`config.mk`:
```
export PLATFORM = sky130hd
export DESIGN_NAME = goertzel_hit_detect_flat
export DESIGN_NICKNAME = d
export VERILOG_FILES = /design/src/rtl/goertzel_hit_detect_if.sv /design/src/rtl/goertzel_hit_detect.sv /design/src/flat_wrapper.sv
export SDC_FILE = /design/constraint.sdc
export NUM_CORES = 2
export LEC_CHECK = 0
export BUFFER_PORTS_ARGS = -buffer_cell sky130_fd_sc_hd__buf_2
export CAP_MARGIN = 15
export CORE_UTILIZATION = 55
export DETAILED_ROUTE_END_ITERATION = 10
export GPL_TIMING_DRIVEN = 1
export HOLD_SLACK_MARGIN = 0.03
export PLACE_DENSITY = 0.74
export SLEW_MARGIN = 10
export SYNTH_ARGS = -nofsm -noshare
export SYNTH_HDL_FRONTEND = slang
export SYNTH_SLANG_ARGS = --single-unit
```
`constraint.sdc`:
```
create_clock -name clk -period 7.25 [get_ports clk]
set_input_delay 0.725 -clock clk [delete_from_list [all_inputs] [get_ports clk]]
set_output_delay 0.725 -clock clk [all_outputs]
set_load 0.01 [all_outputs]
```
`src/rtl/goertzel_hit_detect_if.sv`:
```
`default_nettype none
// ============================================================================
// Interface   : goertzel_hit_detect_if
// Description : Event-queue side of the goertzel hit detector. The detector
//               (master) presents the show-ahead FIFO head and status flags.
//               The software/Avalon side (slave) pops entries and clears the
//               sticky overflow flag.
//   evt_data   master->slave  FIFO head {frame_cnt[15:0], hit_vec}, 0 when empty
//   evt_empty  master->slave  FIFO empty
//   overflow   master->slave  sticky, an event was dropped on a full FIFO
//   evt_rd     slave->master  pop head (ignored when empty)
//   ovf_clr    slave->master  clear overflow
// Revision    : 1.0 - initial release
// ============================================================================
interface goertzel_hit_detect_if #(
    parameter int EVT_W = 20
);
    logic [EVT_W-1:0] evt_data;
    logic             evt_empty;
    logic             overflow;
    logic             evt_rd;
    logic             ovf_clr;

    modport master (
        output evt_data,
        output evt_empty,
        output overflow,
        input  evt_rd,
        input  ovf_clr
    );

    modport slave (
        input  evt_data,
        input  evt_empty,
        input  overflow,
        output evt_rd,
        output ovf_clr
    );
endinterface
`default_nettype wire

```
`src/rtl/goertzel_hit_detect.sv`:
```
`default_nettype none
// ============================================================================
// Module      : goertzel_hit_detect
// Description : Collects one power result per goertzel bin per frame,
//               compares each against a signed threshold, mutes a bin for
//               HOLDOFF_FRAMES frames after it fires, and queues hit events
//               in a show-ahead FIFO.
//   clk        system clock
//   reset      asynchronous active-low reset
//   advance    per-bin frame-done level (rising edge = result ready)
//   power_in   signed powers, bin i at [i*POWER_W +: POWER_W]
//   threshold  signed hit threshold (quasi-static)
//   hit_valid  one-cycle pulse for a frame with at least one hit
//   hit_vec    bins that hit on the last pulse (held)
//   sync_err   sticky, a bin completed twice within one frame
//   evt        event FIFO port (master side)
// Revision    : 1.0 - initial release
// ============================================================================
module goertzel_hit_detect #(
    parameter int NUM_BINS       = 4,
    parameter int POWER_W        = 64,
    parameter int HOLDOFF_FRAMES = 8,
    parameter int FIFO_DEPTH     = 16
) (
    input  logic                        clk,
    input  logic                        reset,
    input  logic [NUM_BINS-1:0]         advance,
    input  logic [NUM_BINS*POWER_W-1:0] power_in,
    input  logic signed [POWER_W-1:0]   threshold,
    output logic                        hit_valid,
    output logic [NUM_BINS-1:0]         hit_vec,
    output logic                        sync_err,
    goertzel_hit_detect_if.master       evt
);

    localparam int PTR_W = $clog2(FIFO_DEPTH);
    localparam int CNT_W = PTR_W + 1;
    localparam int EVT_W = 16 + NUM_BINS;

    localparam logic [CNT_W-1:0] FULL_CNT  = CNT_W'(FIFO_DEPTH);
    localparam logic [7:0]       HOLD_INIT = 8'(HOLDOFF_FRAMES);

    localparam logic [1:0] ST_COLLECT = 2'd0;
    localparam logic [1:0] ST_COMPARE = 2'd1;
    localparam logic [1:0] ST_EMIT    = 2'd2;

    logic [1:0] state;
    logic [1:0] state_nxt;
    logic       snap;
    logic       cmp_en;
    logic       emit_en;

    logic [NUM_BINS-1:0]       adv_q;
    logic [NUM_BINS-1:0]       adv_edge;
    logic [NUM_BINS-1:0]       pending;
    logic [NUM_BINS-1:0]       above;
    logic [NUM_BINS-1:0]       hold_zero;
    logic [NUM_BINS-1:0]       hit_now;
    logic [NUM_BINS-1:0]       hit_q;
    logic signed [POWER_W-1:0] cap [NUM_BINS];
    logic signed [POWER_W-1:0] cmp [NUM_BINS];
    logic [7:0]                hold [NUM_BINS];
    logic [15:0]               frame_cnt;

    // FIFO
    logic [EVT_W-1:0] mem [FIFO_DEPTH];
    logic [PTR_W-1:0] wr_ptr;
    logic [PTR_W-1:0] rd_ptr;
    logic [PTR_W-1:0] rd_nxt;
    logic [CNT_W-1:0] count;
    logic [CNT_W-1:0] count_nxt;
    logic [EVT_W-1:0] push_data;
    logic [EVT_W-1:0] head_nxt;
    logic [EVT_W-1:0] evt_data_q;
    logic             evt_empty_q;
    logic             overflow_q;
    logic             push;
    logic             do_push;
    logic             do_pop;
    logic             drop;

    assign adv_edge = advance & ~adv_q;

    // ------------------------------------------------------------------
    // Frame FSM
    // ------------------------------------------------------------------
    always_ff @(posedge clk or negedge reset) begin
        if (!reset) begin
            state <= ST_COLLECT;
        end else begin
            state <= state_nxt;
        end
    end

    always_comb begin
        state_nxt = state;
        case (state)
            ST_COLLECT: if (&pending) state_nxt = ST_COMPARE;
            ST_COMPARE: state_nxt = ST_EMIT;
            ST_EMIT:    state_nxt = ST_COLLECT;
            default:    state_nxt = ST_COLLECT;
        endcase
    end

    always_comb begin
        snap    = 1'b0;
        cmp_en  = 1'b0;
        emit_en = 1'b0;
        case (state)
            ST_COLLECT: snap    = &pending;
            ST_COMPARE: cmp_en  = 1'b1;
            ST_EMIT:    emit_en = 1'b1;
            default: ;
        endcase
    end

    // ------------------------------------------------------------------
    // Capture: runs every cycle regardless of FSM state
    // ------------------------------------------------------------------
    always_ff @(posedge clk or negedge reset) begin
        if (!reset) begin
            adv_q    <= '0;
            pending  <= '0;
            sync_err <= 1'b0;
            for (int i = 0; i < NUM_BINS; i++) begin
                cap[i] <= '0;
                cmp[i] <= '0;
            end
        end else begin
            adv_q <= advance;
            // On the snap cycle the cleared mask picks up any new edge, so
            // that edge belongs to the next frame and is not a repeat.
            pending <= snap ? adv_edge : (pending | adv_edge);
            if (|(adv_edge & pending & ~{NUM_BINS{snap}})) begin
                sync_err <= 1'b1;
            end
            for (int i = 0; i < NUM_BINS; i++) begin
                if (adv_edge[i]) cap[i] <= power_in[i*POWER_W +: POWER_W];
                if (snap)        cmp[i] <= cap[i];
            end
        end
    end

    // ------------------------------------------------------------------
    // Compare and hold-off
    // ------------------------------------------------------------------
    for (genvar g = 0; g < NUM_BINS; g++) begin : g_bin
        assign above[g]     = (cmp[g] > threshold);
        assign hold_zero[g] = (hold[g] == 8'd0);
        assign hit_now[g]   = above[g] & hold_zero[g];
    end

    always_ff @(posedge clk or negedge reset) begin
        if (!reset) begin
            hit_q     <= '0;
            hit_valid <= 1'b0;
            hit_vec   <= '0;
            frame_cnt <= '0;
            for (int i = 0; i < NUM_BINS; i++) hold[i] <= '0;
        end else begin
            // The pulse is raised at the end of COMPARE so it is visible
            // during the EMIT cycle, together with the FIFO push request.
            hit_valid <= cmp_en & (|hit_now);
            if (cmp_en) begin
                hit_q <= hit_now;
                if (|hit_now) hit_vec <= hit_now;
            end
            if (emit_en) begin
                frame_cnt <= frame_cnt + 16'd1;
                for (int i = 0; i < NUM_BINS; i++) begin
                    if (hit_q[i])              hold[i] <= HOLD_INIT;
                    else if (hold[i] != 8'd0)  hold[i] <= hold[i] - 8'd1;
                end
            end
        end
    end

    // ------------------------------------------------------------------
    // Show-ahead event FIFO with a registered head copy
    // ------------------------------------------------------------------
    assign push      = emit_en & (|hit_q);
    assign push_data = {frame_cnt, hit_q};
    assign do_pop    = evt.evt_rd & (count != '0);
    assign do_push   = push & ((count != FULL_CNT) | do_pop);
    assign drop      = push & (count == FULL_CNT) & ~do_pop;
    assign rd_nxt    = rd_ptr + PTR_W'(do_pop);

    always_comb begin
        count_nxt = count;
        if (do_push && !do_pop)      count_nxt = count + CNT_W'(1);
        else if (do_pop && !do_push) count_nxt = count - CNT_W'(1);
    end

    // A push that becomes the only entry is not yet in memory, so it is
    // forwarded straight into the head register.
    always_comb begin
        head_nxt = mem[rd_nxt];
        if (count_nxt == '0)                       head_nxt = '0;
        else if (do_push && count_nxt == CNT_W'(1)) head_nxt = push_data;
    end

    always_ff @(posedge clk) begin
        if (do_push) mem[wr_ptr] <= push_data;
    end

    always_ff @(posedge clk or negedge reset) begin
        if (!reset) begin
            wr_ptr      <= '0;
            rd_ptr      <= '0;
            count       <= '0;
            evt_data_q  <= '0;
            evt_empty_q <= 1'b1;
            overflow_q  <= 1'b0;
        end else begin
            if (do_push) wr_ptr <= wr_ptr + PTR_W'(1);
            rd_ptr      <= rd_nxt;
            count       <= count_nxt;
            evt_data_q  <= head_nxt;
            evt_empty_q <= (count_nxt == '0);
            if (evt.ovf_clr)  overflow_q <= 1'b0;
            else if (drop)    overflow_q <= 1'b1;
        end
    end

    assign evt.evt_data  = evt_data_q;
    assign evt.evt_empty = evt_empty_q;
    assign evt.overflow  = overflow_q;

endmodule
`default_nettype wire
```
`src/flat_wrapper.sv`:
```
// flat-port wrapper written by rule: the top's interface ports become plain ports
module goertzel_hit_detect_flat 
#(
    parameter int NUM_BINS       = 4,
    parameter int POWER_W        = 64,
    parameter int HOLDOFF_FRAMES = 8,
    parameter int FIFO_DEPTH     = 16
)
  (clk, reset, advance, power_in, threshold, hit_valid, hit_vec, sync_err, evt_evt_data, evt_evt_empty, evt_overflow, evt_evt_rd, evt_ovf_clr);
  goertzel_hit_detect_if evt_i ();
  input  logic clk;
  input  logic reset;
  input  logic [NUM_BINS-1:0] advance;
  input  logic [NUM_BINS*POWER_W-1:0] power_in;
  input  logic signed [POWER_W-1:0] threshold;
  output logic hit_valid;
  output logic [NUM_BINS-1:0] hit_vec;
  output logic sync_err;
  output wire logic [$bits(evt_i.evt_data)-1:0] evt_evt_data;
  output wire logic [$bits(evt_i.evt_empty)-1:0] evt_evt_empty;
  output wire logic [$bits(evt_i.overflow)-1:0] evt_overflow;
  input wire logic [$bits(evt_i.evt_rd)-1:0] evt_evt_rd;
  input wire logic [$bits(evt_i.ovf_clr)-1:0] evt_ovf_clr;
  assign evt_evt_data = evt_i.evt_data;
  assign evt_evt_empty = evt_i.evt_empty;
  assign evt_overflow = evt_i.overflow;
  assign evt_i.evt_rd = evt_evt_rd;
  assign evt_i.ovf_clr = evt_ovf_clr;
  goertzel_hit_detect #(.NUM_BINS(NUM_BINS), .POWER_W(POWER_W), .HOLDOFF_FRAMES(HOLDOFF_FRAMES), .FIFO_DEPTH(FIFO_DEPTH)) u_core (.clk(clk), .reset(reset), .advance(advance), .power_in(power_in), .threshold(threshold), .hit_valid(hit_valid), .hit_vec(hit_vec), .sync_err(sync_err), .evt(evt_i));
endmodule
```
### Word-level counts from Yosys, hierarchy flattened

Memories as Yosys holds them, arrays and structs flattened.
Cells that the tools add are included.
Widths: inputs -> output; s select.

| storage, ports and cells | value |
|---|---|
| flip-flop bits (word level) | 615 |
| memory bits (writable) | 320 |
| input bits | 328 |
| word-level logic and storage cells | 116 |
| memories | 1 |

Memory list:

| name | words | width | read ports | clocked after Yosys merged registers in | write ports | line | text |
|---|---|---|---|---|---|---|---|
| u_core.mem | 16 | 20 | 1 | 0 | 1 | goertzel_hit_detect.sv:66 | `logic [EVT_W-1:0] mem [FIFO_DEPTH];` |

| cells by class | value |
|---|---|
| add/sub/neg operators | 9 |
| $lt $le $gt $ge | 4 |
| eq/ne operators | 6 |
| muxes and demuxes | 22 |
| bitwise operators | 18 |
| reductions and logical operators | 30 |

Operator list:

| kind | number |
|---|---|
| $gt 64x64->1 | 4 |
| $mux 8 | 8 |
| $mux 20 | 2 |
| $logic_not 8->1 | 4 |
| $reduce_bool 8->1 | 4 |
| $sub 8x1->8 const B | 4 |
| $add 16x1->16 const B | 1 |
| $and 4x4->4 | 3 |
| $reduce_or 4->1 | 3 |
| $and 1x1->1 | 10 |
| $mux 5 | 2 |
| $reduce_and 2->1 | 5 |
| $reduce_bool 2->1 | 5 |
| $not 4->4 | 2 |
| $mux 1 | 7 |
| $add 5x1->5 const B | 1 |
| $eq 5x1->1 const B | 1 |
| $eq 5x5->1 const B | 1 |
| $logic_not 5->1 | 1 |
| $ne 5x5->1 const B | 1 |
| $reduce_bool 5->1 | 1 |
| $sub 5x1->5 const B | 1 |
| $add 4x1->4 | 1 |
| $add 4x1->4 const B | 1 |
| other kinds (13) | 16 |

### Longest topological paths before layout

| depth | value |
|---|---|
| word-level depth | 12 |
| gate-level depth with buffers | 15 |
| mapped depth without buffers | 14 |

### Worst setup path after synthesis

OpenSTA, ideal clock, no wires.

| timing path | value |
|---|---|
| path kind | reg-to-reg |
| start | register u_core.count[1] |
| end | register u_core.evt_data_q[8] (netlist: u_core.evt.evt_data[8]) |
| setup time | 132 ps |
| arrival time | 3417 ps |
| required time | 7118 ps |
| setup slack | 3701 ps |
| cell stages (with the launch flop) | 15 |
| buffers on the path | 3 |
| period minus slack after synthesis | 3549 ps |
| cell sequence | dfrtp_1 -> inv_1 -> ha_1 -> or3b_4 -> o21ai_2 -> inv_1 -> ha_1 -> clkbuf_1 -> buf_2 -> buf_2 -> mux4_2 -> nand2_1 -> a31oi_1 -> a22oi_1 -> o21ai_1 |

RTL lines:

| item | line | text |
|---|---|---|
| start: declaration | goertzel_hit_detect.sv:70 | `logic [CNT_W-1:0] count;` |
| start signal: assignment | goertzel_hit_detect.sv:217 | `count <= count_nxt;` |
| $reduce_bool 5->1 | goertzel_hit_detect.sv:183 | `assign do_pop = evt.evt_rd & (count != '0);` |
| $and 1x1->1 | goertzel_hit_detect.sv:183 |  |
| $add 4x1->4 | goertzel_hit_detect.sv:186 | `assign rd_nxt = rd_ptr + PTR_W'(do_pop);` |
| net u_core.rd_nxt[0] | goertzel_hit_detect.sv:69 | `logic [PTR_W-1:0] rd_nxt;` |
| $mem_v2 16x20 | -- |  |
| $mux 20 | goertzel_hit_detect.sv:199 | `else if (do_push && count_nxt == CNT_W'(1)) head_nxt = push_data;` |
| $mux 20 | goertzel_hit_detect.sv:198 | `if (count_nxt == '0) head_nxt = '0;` |
| net u_core.head_nxt[8] | goertzel_hit_detect.sv:73 | `logic [EVT_W-1:0] head_nxt;` |
| end signal: assignment | goertzel_hit_detect.sv:218 | `evt_data_q <= head_nxt;` |
| end: declaration | goertzel_hit_detect.sv:74 | `logic [EVT_W-1:0] evt_data_q;` |

The timed path passes the listed nets, and every way through them passes these cells.
A chain may end at the register's enable or synchronous reset.

### Worst setup path after layout

| timing path | value |
|---|---|
| start | register u_core.hit_q[1] |
| end | register u_core.evt_data_q[0] (netlist: u_core.evt.evt_data[0]) |

| between the ends | value |
|---|---|
| word-level cells in the longest chain between the ends | 11 |

RTL lines:

| item | line | text |
|---|---|---|
| start: declaration | goertzel_hit_detect.sv:59 | `logic [NUM_BINS-1:0] hit_q;` |
| start signal: assignment | goertzel_hit_detect.sv:165 | `hit_q <= hit_now;` |
| $reduce_or 4->1 (*) | goertzel_hit_detect.sv:181 | `assign push = emit_en & (\|hit_q);` |
| $and 1x1->1 (*) | goertzel_hit_detect.sv:181 |  |
| $and 1x1->1 (*) | goertzel_hit_detect.sv:184 | `assign do_push = push & ((count != FULL_CNT) \| do_pop);` |
| $logic_not 1->1 | goertzel_hit_detect.sv:191 | `else if (do_pop && !do_push) count_nxt = count - CNT_W'(1);` |
| $logic_and 1x1->1 | goertzel_hit_detect.sv:191 |  |
| $mux 5 | goertzel_hit_detect.sv:191 |  |
| $mux 5 (*) | goertzel_hit_detect.sv:190 | `if (do_push && !do_pop) count_nxt = count + CNT_W'(1);` |
| net u_core.count_nxt[2] | goertzel_hit_detect.sv:71 | `logic [CNT_W-1:0] count_nxt;` |
| $eq 5x1->1 | goertzel_hit_detect.sv:199 |  |
| $logic_and 1x1->1 | goertzel_hit_detect.sv:199 |  |
| $mux 20 | goertzel_hit_detect.sv:199 |  |
| $mux 20 (*) | goertzel_hit_detect.sv:198 |  |
| net u_core.head_nxt[0] | goertzel_hit_detect.sv:73 |  |

Mark *: on every way through the listed nets, which the timed path passes. The rest lies on a longest branch.

==> implementation parameters <==
Parameter                              Value

Run status
  Run status    finished, final reports clean

GRT
  First-pass GRT wire length    162 mm
  Pin count of the biggest net entering global routing    181
  Vias in the first global route    27,925
  Global router's overall resource usage    27.6%
  Overflow left after global routing    0
  Antenna violations before repair    5

Clock network
  Clock root buffer master    sky130_fd_sc_hd__clkbuf_16
  Deepest clock path buffer count    3
  Total clock buffers created by CTS    94
  Clock latency of the later-clocked register in the worst-skew pair    0.66 ns
  Htree depth    3
  Clock transition at path regs    0.07 ns
  Total of hold buffers inserted after clock tree synthesis    0
  CTS tree    built
  Buffers inserted by post-CTS timing repair    0
  Resized Gates After CTS    0
  TritonCTS Sinks    935

Yosys
  Proportion of synthesized chip area in sequential cells    60.1%
  Register bit count reported by yosys    935
  Post-Synthesis Cell Area    0.0416 mm2
  Dominant register cell in the synthesized netlist    sky130_fd_sc_hd__dfrtp_1
  Synthesis warning total    0
  Cell with the most instances after synthesis    sky130_fd_sc_hd__nand2_1
  Per-instance average area after synthesis    12.3 um2
  Cell variety after synth    68
  Share of Yosys cell area claimed by the top area cell type    37.0%
  Number of synthesized flops with an enable pin    320
  Yosys top cell by area    sky130_fd_sc_hd__dfrtp_1
  Main area contributors after synthesis    sky130_fd_sc_hd__dfrtp_1, sky130_fd_sc_hd__edfxtp_1, sky130_fd_sc_hd__nand2_1, sky130_fd_sc_hd__ha_1, sky130_fd_sc_hd__mux2_2
  Instance count of the mapped netlist    3,377
  Share of synthesized flip-flops with an asynchronous set or reset    65.8%
  Leading post-synthesis cells by instance count    sky130_fd_sc_hd__nand2_1, sky130_fd_sc_hd__dfrtp_1, sky130_fd_sc_hd__edfxtp_1
  Number of nets in the synthesized netlist    3,975

Placement
  Weighted congestion at the end of routability-driven global placement    0.872
  Count of buffers inserted at the top-level ports    355
  Dpl cells    4,610
  Setup WS pre-CTS    2.87 ns
  Dpl hpwl    69.3 mm

Worst setup path
  Data required time of the worst path    7.81 ns
  End point of the critical path    u_core.evt.evt_data[0]
  Setup CP Type    reg -> reg
  Arrival time at the worst endpoint    4.83 ns
  First element of the critical path    u_core.hit_q[1]
  Path depth of the worst reg2reg path    9
  Worst setup slack for register-to-register paths    2.98 ns
  Capture point of the worst reg-to-reg path    u_core.evt.evt_data[0]
  Endpoint class of the critical path    flop
  Type of origin of the critical path    flop
  Crit Path Max Fanout    22
  FF-to-FF Start    u_core.hit_q[1]

Floorplan
  Core area    0.0746 mm2
  Standard-cell row count    100
  Number of top-level pins    356
  Initial core utilization    55.7%
  Floorplan die area    0.0767 mm2
  Horiz. Die Dim    277 um
  Height of the chip    277 um

Route
  Vias per std cell    5.81
  Detailed-routing iteration count for the pre-antenna-repair pass    5
  DRC violation count after routing    0
  Detailed-route wire length per cell    21.9 um
  Total length of routed wires    105 mm
  Vias after detailed routing    27,804
  Detailed router's first-iteration violation count    2,679
  Final antenna-violating net count    0

Timing
  Worst clock skew on the final layout    0.0209 ns
  Final-layout setup total negative slack    0 ns
  Actual slew at the worst max-slew pin    1.24 ns
  Worst Setup Slack, final    2.98 ns
  Final count of hold timing violations    0
  Unrepaired setup endpoints after global routing    false
  Period utilisation layout    59.0%
  Number of failing setup endpoints in the final timing report    0
  Maximum operating frequency    234 MHz
  Max-slew violation total from the final report    0
  Slew Limit Headroom    16.6%
  Final worst path period need    4.27 ns

Layout
  Number of nets in the layout    4,336
  Final instance count without filler cells    4,789
  Fraction of final layout cells with drive strength greater than 1    23.9%
  Syn-to-layout area delta    15.0%
  Fill cell total of the finished layout    5,581

Power
  Max IR drop VDD    351 uV
  Power density over the cells    385 mW/mm2
  Leakage    0.0215 uW

Run
  Max-capacitance violation count    0

Min path
  Hold Crit Class    in -> async
## state kept, by name (all words and copies together) (netlist names), 4 cells and up
register and cells:
u_core.frame_cnt 16, u_core.wr_ptr 4, u_core.rd_ptr 4, u_core.count 5
u_core.adv_q 4, u_core.hit_vec 4, u_core.cap 256, u_core.evt.evt_data 20
u_core.cmp 256, u_core.hit_q 4, u_core.pending 4, u_core.hold 32
u_core.mem 320
## cell usage in the layout (no fill, tap or decap), types with 19 or more instances in the layout
cell and n:
sky130_fd_sc_hd__nand2_1 955, sky130_fd_sc_hd__dfrtp_1 614, sky130_fd_sc_hd__buf_2 354, sky130_fd_sc_hd__edfxtp_1 320, sky130_fd_sc_hd__ha_1 268, sky130_fd_sc_hd__mux2_2 256, sky130_fd_sc_hd__a21oi_1 111, sky130_fd_sc_hd__inv_1 96
sky130_fd_sc_hd__clkbuf_16 95, sky130_fd_sc_hd__mux4_2 80, sky130_fd_sc_hd__nor2_1 57, sky130_fd_sc_hd__o21ai_0 56, sky130_fd_sc_hd__nand4_1 49, sky130_fd_sc_hd__buf_4 41, sky130_fd_sc_hd__nand3_1 34, sky130_fd_sc_hd__a31oi_1 29
sky130_fd_sc_hd__xnor2_1 28, sky130_fd_sc_hd__a21o_1 26, sky130_fd_sc_hd__and3_1 26, sky130_fd_sc_hd__o21ai_1 21, sky130_fd_sc_hd__a22oi_1 21, sky130_fd_sc_hd__nor4_1 19
## where the power goes
part	switching [uW]	total, uW	internal [uW]	leakage, uW
clock network	2120	5210	3090	0.00163
registers	837	7490	6660	0.0101
logic	3370	5690	2320	0.00980
## through the flow
stage          hold slack (ns)  cell area [um2]  power (uW)  util (%)
6_report                0.0743            47800       18400      64.1
4_1_cts                 0.0789            47800       18500      64.1
3_3_place_gp             0.445            44500       13000      59.6
3_5_place_dp             0.448            44500       13200      59.6
5_1_grt                  0.113            47800       19500      64.1
2_1_floorplan            0.429            41600       11400         -
## kinds of logic after synthesis
group	after synthesis	share of synthesized area [%]
buffers and inverters	232	2.16
adder cells (fa/ha/maj)	270	8.13
multiplexers	336	11.3
XOR/XNOR	43	0.906
flip-flops	935	60.1
AO/OA/AOI/OAI	323	4.73
AND/OR/NAND/NOR	1238	12.7
## critical path, cell delays in order (launching register included)
cell and delay [ns]:
sky130_fd_sc_hd__dfrtp_1 0.75, sky130_fd_sc_hd__nor4_1 0.17, sky130_fd_sc_hd__nand2b_1 0.30, sky130_fd_sc_hd__nor2_1 0.64
sky130_fd_sc_hd__a32oi_1 0.25, sky130_fd_sc_hd__xnor2_1 0.19, sky130_fd_sc_hd__or4_4 0.75, sky130_fd_sc_hd__nor2_4 0.68
sky130_fd_sc_hd__a22oi_1 0.21, sky130_fd_sc_hd__o21ai_1 0.21
## worst min path at each step
stage                          startpoint              end  slack, ns  depth (start not counted)
after floorplan                     reset  u_core.adv_q[0]       0.43                          0
after global placement    u_core.cap[118]  u_core.cmp[118]       0.44                          2
after global routing                reset  u_core.cap[182]       0.11                          1
after detailed placement   u_core.cap[69]   u_core.cmp[69]       0.45                          2
after CTS                           reset   u_core.cap[59]       0.08                          1
final                               reset   u_core.cap[59]       0.07                          1
## final cells by class
class	instances	area, um2	share of cell area, %
well taps	969	1210	2.54
diodes	1	2.50	0.00523
inverters	98	375	0.785
repair buffers	399	2150	4.49
flip-flops and latches	935	25000	52.3
multi-input cells	2210	15700	32.9
clock inverters	54	706	1.48
clock buffers	123	2640	5.53
## routing by layer
layer / GRT usage, % / part of all wire [%] / wire (um) / up-vias
met4: 9.09 / 3.0 / 3160 / 4
met1: 37.0 / 41 / 43000 / 13941
met3: 3.79 / 6.4 / 6750 / 206
met5: 0 / 0.022 / 23 / -
li1: - / - / - / 12646
met2: 46.7 / 50 / 52000 / 1007
No activity file was read; power rests on OpenSTA's default activity.
